<file path="src/rtl/wb_accel_slot_fabric.sv">
// Wishbone slave fabric: fans one Caravel slave port out to NUM_SLOTS accelerator
// slots, with per-slot enables, a bus-timeout watchdog, sticky timeout status,
// a local CSR bank at the top slot index and a timeout interrupt.
module wb_accel_slot_fabric #(
  parameter int unsigned NUM_SLOTS  = 4,
  parameter int unsigned IDX_W      = 3,
  parameter logic [31:0] BASE_ADDR  = 32'h3000_0000,
  parameter int unsigned SLOT_SHIFT = 16,
  parameter int unsigned TIMEOUT    = 256,
  parameter logic [31:0] ERR_DATA   = 32'hDEAD_BEEF
) (
  input  logic                      wb_clk_i,
  input  logic                      wb_rst_i,
  input  logic                      wbs_cyc_i,
  input  logic                      wbs_stb_i,
  input  logic                      wbs_we_i,
  input  logic [3:0]                wbs_sel_i,
  input  logic [31:0]               wbs_adr_i,
  input  logic [31:0]               wbs_dat_i,
  output logic                      wbs_ack_o,
  output logic [31:0]               wbs_dat_o,
  output logic [NUM_SLOTS-1:0]      s_cyc_o,
  output logic [NUM_SLOTS-1:0]      s_stb_o,
  output logic                      s_we_o,
  output logic [3:0]                s_sel_o,
  output logic [31:0]               s_adr_o,
  output logic [31:0]               s_dat_o,
  input  logic [NUM_SLOTS-1:0]      s_ack_i,
  input  logic [32*NUM_SLOTS-1:0]   s_dat_i,
  output logic                      irq_o
);

  localparam int unsigned HIT_LSB = SLOT_SHIFT + IDX_W;
  localparam int unsigned WD_W    = $clog2(TIMEOUT);
  localparam logic [IDX_W-1:0] CSR_IDX = '1;
  localparam logic [WD_W-1:0]  WD_LAST = WD_W'(TIMEOUT - 1);
  localparam logic [31:0]      CSR_ID  = {16'(NUM_SLOTS), 8'(IDX_W), 8'h01};

  localparam logic [1:0] ST_IDLE   = 2'd0;
  localparam logic [1:0] ST_ACCESS = 2'd1;
  localparam logic [1:0] ST_RESP   = 2'd2;

  logic [1:0]           r_state,     w_state_nxt;
  logic                 r_ack,       w_ack_nxt;
  logic [31:0]          r_dat,       w_dat_nxt;
  logic [NUM_SLOTS-1:0] r_cyc,       w_cyc_nxt;
  logic                 r_we,        w_we_nxt;
  logic [3:0]           r_sel,       w_sel_nxt;
  logic [31:0]          r_adr,       w_adr_nxt;
  logic [31:0]          r_wdat,      w_wdat_nxt;
  logic [NUM_SLOTS-1:0] r_slot_en,   w_slot_en_nxt;
  logic [NUM_SLOTS-1:0] r_to_status, w_to_status_nxt;
  logic [31:0]          r_to_addr,   w_to_addr_nxt;
  logic [WD_W-1:0]      r_wd,        w_wd_nxt;
  logic                 r_irq,       w_irq_nxt;

  logic                 w_hit;
  logic                 w_req;
  logic [IDX_W-1:0]     w_idx;
  logic [NUM_SLOTS-1:0] w_req_oh;
  logic                 w_slot_ok;
  logic                 w_slot_ack;
  logic [31:0]          w_slot_dat;
  logic [31:0]          w_csr_rdata;
  logic [NUM_SLOTS-1:0] w_to_set;
  logic [NUM_SLOTS-1:0] w_to_clr;

  assign w_hit      = (wbs_adr_i[31:HIT_LSB] == BASE_ADDR[31:HIT_LSB]);
  assign w_idx      = wbs_adr_i[SLOT_SHIFT +: IDX_W];
  assign w_req      = wbs_cyc_i & wbs_stb_i & w_hit & ~r_ack;
  assign w_slot_ok  = |(w_req_oh & r_slot_en);
  assign w_slot_ack = |(s_ack_i & r_cyc);

  // One-hot slot decode of the request index (zero for absent slots and CSR)
  always_comb begin
    w_req_oh = '0;
    for (int k = 0; k < int'(NUM_SLOTS); k++) begin
      if (w_idx == IDX_W'(k)) w_req_oh[k] = 1'b1;
    end
  end

  // Read-data slice of the slot currently being strobed
  always_comb begin
    w_slot_dat = '0;
    for (int k = 0; k < int'(NUM_SLOTS); k++) begin
      if (r_cyc[k]) w_slot_dat = s_dat_i[32*k +: 32];
    end
  end

  // Local CSR read mux, byte offset in the low address byte
  always_comb begin
    w_csr_rdata = '0;
    case (wbs_adr_i[7:0])
      8'h00:   w_csr_rdata = 32'(r_slot_en);
      8'h04:   w_csr_rdata = 32'(r_to_status);
      8'h08:   w_csr_rdata = r_to_addr;
      8'h0C:   w_csr_rdata = CSR_ID;
      default: w_csr_rdata = '0;
    endcase
  end

  // Next-state and next-output logic for the IDLE/ACCESS/RESP sequencer
  always_comb begin
    w_state_nxt     = r_state;
    w_ack_nxt       = 1'b0;
    w_dat_nxt       = r_dat;
    w_cyc_nxt       = r_cyc;
    w_we_nxt        = r_we;
    w_sel_nxt       = r_sel;
    w_adr_nxt       = r_adr;
    w_wdat_nxt      = r_wdat;
    w_slot_en_nxt   = r_slot_en;
    w_to_addr_nxt   = r_to_addr;
    w_wd_nxt        = r_wd;
    w_irq_nxt       = |r_to_status;
    w_to_set        = '0;
    w_to_clr        = '0;

    case (r_state)
      ST_IDLE: begin
        w_dat_nxt = '0;
        w_wd_nxt  = '0;
        if (w_req) begin
          w_we_nxt   = wbs_we_i;
          w_sel_nxt  = wbs_sel_i;
          w_adr_nxt  = wbs_adr_i;
          w_wdat_nxt = wbs_dat_i;
          if (w_idx == CSR_IDX) begin
            w_state_nxt = ST_RESP;
            w_ack_nxt   = 1'b1;
            if (wbs_we_i) begin
              case (wbs_adr_i[7:0])
                8'h00:   w_slot_en_nxt = wbs_dat_i[NUM_SLOTS-1:0];
                8'h04:   w_to_clr      = wbs_dat_i[NUM_SLOTS-1:0];
                default: w_to_clr      = '0;
              endcase
            end else begin
              w_dat_nxt = w_csr_rdata;
            end
          end else if (w_slot_ok) begin
            w_state_nxt = ST_ACCESS;
            w_cyc_nxt   = w_req_oh;
          end else begin
            // Disabled or absent slot: immediate error response, writes dropped
            w_state_nxt = ST_RESP;
            w_ack_nxt   = 1'b1;
            w_dat_nxt   = wbs_we_i ? 32'h0 : ERR_DATA;
          end
        end
      end

      ST_ACCESS: begin
        w_wd_nxt = r_wd + WD_W'(1);
        if (!wbs_cyc_i) begin
          // Master abort: release the slot silently
          w_cyc_nxt   = '0;
          w_wd_nxt    = '0;
          w_state_nxt = ST_IDLE;
        end else if (w_slot_ack) begin
          w_dat_nxt   = w_slot_dat;
          w_cyc_nxt   = '0;
          w_ack_nxt   = 1'b1;
          w_state_nxt = ST_RESP;
        end else if (r_wd == WD_LAST) begin
          w_dat_nxt     = ERR_DATA;
          w_cyc_nxt     = '0;
          w_ack_nxt     = 1'b1;
          w_to_set      = r_cyc;
          w_to_addr_nxt = r_adr;
          w_state_nxt   = ST_RESP;
        end
      end

      ST_RESP: begin
        w_dat_nxt   = '0;
        w_wd_nxt    = '0;
        w_state_nxt = ST_IDLE;
      end

      default: begin
        w_cyc_nxt   = '0;
        w_state_nxt = ST_IDLE;
      end
    endcase

    // A set in the same cycle as a write-1-to-clear keeps the bit set
    w_to_status_nxt = (r_to_status & ~w_to_clr) | w_to_set;
  end

  // State and output registers with synchronous reset
  always_ff @(posedge wb_clk_i) begin
    if (wb_rst_i) begin
      r_state     <= ST_IDLE;
      r_ack       <= 1'b0;
      r_dat       <= '0;
      r_cyc       <= '0;
      r_we        <= 1'b0;
      r_sel       <= '0;
      r_adr       <= '0;
      r_wdat      <= '0;
      r_slot_en   <= '1;
      r_to_status <= '0;
      r_to_addr   <= '0;
      r_wd        <= '0;
      r_irq       <= 1'b0;
    end else begin
      r_state     <= w_state_nxt;
      r_ack       <= w_ack_nxt;
      r_dat       <= w_dat_nxt;
      r_cyc       <= w_cyc_nxt;
      r_we        <= w_we_nxt;
      r_sel       <= w_sel_nxt;
      r_adr       <= w_adr_nxt;
      r_wdat      <= w_wdat_nxt;
      r_slot_en   <= w_slot_en_nxt;
      r_to_status <= w_to_status_nxt;
      r_to_addr   <= w_to_addr_nxt;
      r_wd        <= w_wd_nxt;
      r_irq       <= w_irq_nxt;
    end
  end

  assign wbs_ack_o = r_ack;
  assign wbs_dat_o = r_dat;
  assign s_cyc_o   = r_cyc;
  assign s_stb_o   = r_cyc;
  assign s_we_o    = r_we;
  assign s_sel_o   = r_sel;
  assign s_adr_o   = r_adr;
  assign s_dat_o   = r_wdat;
  assign irq_o     = r_irq;

endmodule

</file>
<file path="config.mk">
export PLATFORM = sky130hd
export DESIGN_NAME = wb_accel_slot_fabric
export DESIGN_NICKNAME = d
export VERILOG_FILES = /design/src/rtl/wb_accel_slot_fabric.sv
export SDC_FILE = /design/constraint.sdc
export NUM_CORES = 1
export LEC_CHECK = 0
export CORE_ASPECT_RATIO = 0.7
export CORE_MARGIN = 4
export CORE_UTILIZATION = 47
export DETAILED_ROUTE_END_ITERATION = 10
export GPL_TIMING_DRIVEN = 0
export MAX_ROUTING_LAYER = met4
export PLACE_DENSITY = 0.87
export SETUP_SLACK_MARGIN = 0.02
export SYNTH_ARGS = -nofsm -noshare
export SYNTH_HDL_FRONTEND = slang
export SYNTH_SLANG_ARGS = --single-unit
</file>
<file path="constraint.sdc">
create_clock -name wb_clk_i -period 4.5 [get_ports wb_clk_i]
set_clock_uncertainty 0.1 [all_clocks]
set_input_delay 0.675 -clock wb_clk_i [delete_from_list [all_inputs] [get_ports wb_clk_i]]
set_output_delay 0.675 -clock wb_clk_i [all_outputs]
set_load 0.05 [all_outputs]
</file>
==> results.cfg <==
[run_status]
status = completed

[critical_path]
endpoint_kind = flip-flop
worstPathRequired_ns = 4.76
worstRegToRegCells = 8
slowest_stage = o311ai_0
cp_max_fo = 10
start_kind = flip-flop
slowest_delay_ns = 1.10
cp_cell_sequence = clkbuf_1 -> nor2b_1 -> clkbuf_1 -> clkbuf_1 -> a221oi_1 -> o311ai_0 -> a22oi_1 -> a21oi_1
cpMostUsedCell = clkbuf_1
crit_type = flip-flop to flip-flop
cp.arrival_ns = 3.64

[placement]
place_area_um2 = 10900
io_buffers = 311
finalWeightedCongestion = 0.957
hpwl_mm = 23.6

[timing]
finalSetupViolations = 0
setup_tns_ns = 0
finalHoldViolations = 0
maxSlewViolCount = 0
tightestPinTransition_ns = 1.28
post-route-period-util = 0.751
rsz0062_at_grt = no
relSlewSlack = 0.138
layout_min_cycle_time_ns = 3.38
max_freq_mhz = 296

[routing]
routedWlPerCell_um = 20.9
totalWireLength_mm = 30.7
m1WireLength_mm = 12.9
wl_met2_mm = 13.7
route.detailed.drc = 0
wl_met3_mm = 3.57
viasPerCell = 5.87
drt_first_iter_violations = 967
drt_pass1_iterations = 6
via_count = 8614
topRoutingLayerUsed = met4
antenna_left = 0

[cts]
clk_latency_ns = 0.42
clockBufferDepth = 2
hold_buffers = 0
post_cts_resized = 0
cts_buffers = 17
cts_num_sinks = 157
cts_tree = built
cts_root_buffer = clkbuf_16
cts_max_level = 4
clk_pin_slew_ns = 0.07
post-cts-setup-buffer-count = 0

[synth]
synthArstFlopShare = 0
synth_fp_nets = 1133
synth_seq_cells = 157
syn_avg_cell_area_um2 = 8.18
synth_edf_count = 0
syn_area_um2 = 7550
yosysWarningCount = 0
synthFlopType = dfxtp_1
synth_cell_types = 56
syn-instance-count = 923
synth_seq_area_share = 0.416

[final_layout]
final_util = 0.735
finalInstanceArea_um2 = 11500
areaGrowthSynthToFinish_pct = 52.2
drive_above_1_share = 0.0664
nets = 1463

[floorplanning]
start_util = 0.483
io_pins = 316
die-height_um = 114
core-area_um2 = 15600
die_x_um = 160
die-area_um2 = 18200
row_count = 38

[global_routing]
first_global_vias = 8277
grt_max_degree = 18
grt_pass1_wl_mm = 45.9
grt_usage = 0.330
antenna_found_initial = 2
overflow = 0

[power]
power_density_nw_per_um2 = 266
p_leak_nw = 3.91
finalPower_mw = 3.06
peakVddDrop_v = 0.000224

[hold_path]
hold_path_class = flip-flop to flip-flop
whs_path_depth = 2

[run]
maxCapViolations = 0
## Yosys cell counts (3+ instances only)
cell type	number	share of area
or3_1	4	0.0033
a21oi_1	127	0.084
a21o_1	10	0.0099
mux2i_1	9	0.012
dlygate4sd3_1	3	0.0040
dfxtp_1	157	0.42
and2b_2	8	0.0093
nand2_1	228	0.11
clkbuf_1	63	0.031
ha_1	5	0.0083
o311ai_0	24	0.028
nand4_1	5	0.0041
a22oi_1	34	0.034
xor2_1	4	0.0046
nor4_1	4	0.0033
o31ai_1	40	0.040
buf_1	3	0.0015
inv_1	8	0.0040
buf_2	3	0.0020
clkbuf_8	10	0.018
a2bb2oi_1	3	0.0035
a21o_2	9	0.010
buf_4	4	0.0040
nor2b_1	28	0.023
nand3_1	4	0.0027
nor2_1	24	0.012
a221oi_1	32	0.037
o211ai_1	4	0.0040
and3_1	13	0.011
buf_6	3	0.0045
o21ai_0	14	0.0093
or2_2	5	0.0041
## report_power, final
part | total, mW | switching (mW) | leakage, nW | internal (mW)
clock | 1.41 | 0.664 | 0.284 | 0.743
sequential | 1.39 | 0.0000306 | 1.26 | 1.39
combinational | 0.265 | 0.0870 | 2.36 | 0.178
## final cells by class
type | count | area (µm²)
Clock inverter | 14 | 145
Tap cell | 200 | 250
Inverter | 9 | 33.8
Multi-Input combinational cell | 666 | 3860
Sequential cell | 157 | 3140
Clock buffer | 18 | 429
Fill cell | 1193 | 4150
Timing Repair Buffer | 311 | 3110
Buffer | 91 | 513
Antenna cell | 2 | 5.00
## placed cells by master, fill, tap and decap left out, drive strengths merged, types with 2 or more instances in the layout
| cell | synthesis | layout |
|---|---|---|
| ha | 5 | 5 |
| nor4bb | 2 | 2 |
| or4 | 2 | 2 |
| and3 | 13 | 13 |
| or3 | 4 | 4 |
| clkinv | 1 | 6 |
| mux2i | 9 | 9 |
| nor3 | 3 | 3 |
| o311ai | 24 | 24 |
| clkbuf | 73 | 91 |
| nand4 | 5 | 5 |
| o31ai | 40 | 40 |
| a21o | 19 | 19 |
| and4 | 2 | 2 |
| xor2 | 4 | 4 |
| and2b | 8 | 8 |
| nor2b | 29 | 29 |
| nor2 | 24 | 24 |
| a21oi | 127 | 127 |
| o21ai | 14 | 14 |
| dfxtp | 157 | 157 |
| clkdlybuf4s50 | 0 | 311 |
| or2 | 5 | 5 |
| a221oi | 32 | 32 |
| a2bb2oi | 3 | 3 |
| a22oi | 34 | 34 |
| nor4 | 6 | 6 |
| nand4b | 2 | 2 |
| buf | 13 | 13 |
| diode | 0 | 2 |
| dlygate4sd3 | 3 | 3 |
| o211ai | 4 | 4 |
| nand3 | 4 | 4 |
| and2 | 3 | 3 |
| inv | 8 | 17 |
| nand2 | 228 | 228 |
## routing by layer
metal / GRT usage / vias up
met4: 0.0763 / 0
li1: - / 3954
met5: - / -
met2: 0.516 / 526
met1: 0.422 / 4083
met3: 0.103 / 51
## critical path: cells and delay by family, from the launching register on
family                 cells  cell delay (ns)
AOI/OAI and AO/OA          4             1.68
buffers and inverters      3             0.99
DFF                        1             0.36
and+or+nand+nor            1             0.18
## sequential cells by signal, summed over array words and instances (netlist names)
signal	count
irq_o	1
r_slot_en	4
r_state	2
r_to_addr	32
r_to_status	4
r_wd	8
s_adr_o	32
s_cyc_o	4
s_dat_o	32
s_sel_o	4
s_we_o	1
wbs_ack_o	1
wbs_dat_o	32
## final timing paths
check / startpoint / end / slack (ns)
max reg2reg: s_cyc_o[1]$_SDFFE_PP0P_ / wbs_dat_o[16]$_SDFFE_PP0P_ / 1.12
min: s_dat_o[17]$_SDFFE_PP0P_ / s_dat_o[17]$_SDFFE_PP0P_ / 0.35
min reg2reg: s_dat_o[17]$_SDFFE_PP0P_ / s_dat_o[17]$_SDFFE_PP0P_ / 0.35
max: s_cyc_o[1]$_SDFFE_PP0P_ / wbs_dat_o[16]$_SDFFE_PP0P_ / 1.12
## through the flow
stage / cells / worst slack [ns] / hold slack, ns
6_report: 1468 / 1.12 / 0.350
5_1_grt: 1468 / 0.985 / 0.369
4_1_cts: 1466 / 1.33 / 0.352
3_5_place_dp: 1434 / 0.915 / 0.342
3_3_place_gp: 1434 / 0.967 / 0.337
2_1_floorplan: 923 / 2.00 / 0.336
## logic make-up (layout without fill, tap and decap cells)
family | Yosys count | in the layout | share of synthesized area
AOI/OAI and AO/OA | 304 | 304 | 0.271
DFF | 157 | 157 | 0.416
adders and majority gates | 5 | 5 | 0.00828
muxes | 11 | 11 | 0.0164
xor gates and xnor gates | 5 | 5 | 0.00580
and+or+nand+nor | 341 | 341 | 0.210
buffers and inverters | 100 | 443 | 0.0724
other | 0 | 2 | 0
No activity file was read; power rests on OpenSTA's default activity.
==> RTL edit (same flow settings) <==
Set the parameter `SLOT_SHIFT` to 15 (it was 16).
--- a/src/rtl/wb_accel_slot_fabric.sv
+++ b/src/rtl/wb_accel_slot_fabric.sv
@@ -5,7 +5,7 @@
   parameter int unsigned NUM_SLOTS  = 4,
   parameter int unsigned IDX_W      = 3,
   parameter logic [31:0] BASE_ADDR  = 32'h3000_0000,
-  parameter int unsigned SLOT_SHIFT = 16,
+  parameter int unsigned SLOT_SHIFT = 15,
   parameter int unsigned TIMEOUT    = 256,
   parameter logic [31:0] ERR_DATA   = 32'hDEAD_BEEF
 ) (
Function: changed (Yosys sat finds a counterexample within 4 cycles, from zero or initial values and one cycle with wb_rst_i high).
==> RTL edit against the original RTL <==
Core utilization up 0.84 points. Synthesized area up 0.91%. Critical path depth unchanged. Worst setup slack better by 0.41 ns. Global-route usage up 0.44 points. Maximum frequency up 14%. Cell area up 1.4%. Sequential power about the same. Sequential cell count unchanged. Final cell count up 1.3%. Total power up 5.7%. Wire length up 1.7%. Clock power up 11%. Critical path type unchanged. Largest power group unchanged.
==> RTL edit: results (changes against the original RTL) <==
Status
  • Outcome: finished, final reports clean (unchanged)

Power
  • Pleak: 3.905 nW (was 3.913 nW)
  • Internal power: 2.525 mW (was 2.309 mW)
  • IR drop worst, VDD: 239.5 uV (was 223.9 uV)

Drt
  • DRT Wirelength: 31,190 um (was 30,670 um)
  • Met2 Routed Length: 13,770 um (was 13,700 um)
  • Routed wl met3: 3432 um (was 3567 um)
  • Vias per std cell: 5.970 (was 5.868)
  • Wl on met1: 13,290 um (was 12,860 um)
  • Initial drt markers: 1,061 (was 967)

Finish
  • Layout cell share with drive strength beyond 1: 6.065% (was 6.635%)

Logic synthesis
  • Post-Synth Adder-Cell Area: 0.8209% (was 0.8284%)
  • Distinct cell type count after synthesis: 65 (was 56)
  • Compound-cell area share of the yosys netlist: 26.96% (was 27.09%)
  • Multiplexer share of the synthesized area: 1.001% (was 1.640%)
  • Synth Area in XOR/XNOR: 0.5746% (was 0.5799%)
  • Sequential area share after synthesis: 41.24% (was 41.62%)

Worst setup path
  • Worst Path Arrival: 3.22 ns (was 3.64 ns)
  • Slowest cell on crit path: clkbuf_1 (was o311ai_0)
  • Crit path largest cell delay: 0.54 ns (was 1.10 ns)

Place
  • Placed Area: 11,010 um^2 (was 10,920 um^2)
  • Final HPWL from detailed placement: 23,890 um (was 23,600 um)

GRT
  • Met3 Resource Use GR: 8.204% (was 10.33%)
  • Largest net degree at the start of global routing: 17 (was 18)
  • Met2 Use GR: 50.44% (was 51.59%)
  • Initial antenna violation count: 0 (was 2)
  • First-pass GRT wire length: 47,180 um (was 45,910 um)

Timing
  • Worst Hold Slack: 0.3511 ns (was 0.3499 ns)
  • Worst setup margin: 1.527 ns (was 1.119 ns)

Hold path
  • Hold endpoint: s_dat_o[25] (was s_dat_o[17])
==> RTL edit: area by class of cell <==
type                            instances  area, um^2
Tap cell                              200       250.2
Timing Repair Buffer                  314        3143
Antenna cell                            1       2.502
Multi-Input combinational cell        681        3989
Inverter                               11       41.29
Fill cell                            1227        4029
Sequential cell                       157        3143
Buffer                                 91       447.9
Clock inverter                         14       205.2
Clock buffer                           18       439.2
==> RTL edit: power groups by stage <==
| stage | Clock [mW] | Sequential [mW] | Combinational [mW] |
|---|---|---|---|
| 2_1_floorplan | 0 | 1.42 | 0.0576 |
| 3_3_place_gp | 0 | 1.42 | 0.262 |
| 3_5_place_dp | 0 | 1.42 | 0.266 |
| 4_1_cts | 1.58 | 1.39 | 0.269 |
| 5_1_grt | 1.64 | 1.39 | 0.286 |
| 6_report | 1.57 | 1.39 | 0.272 |
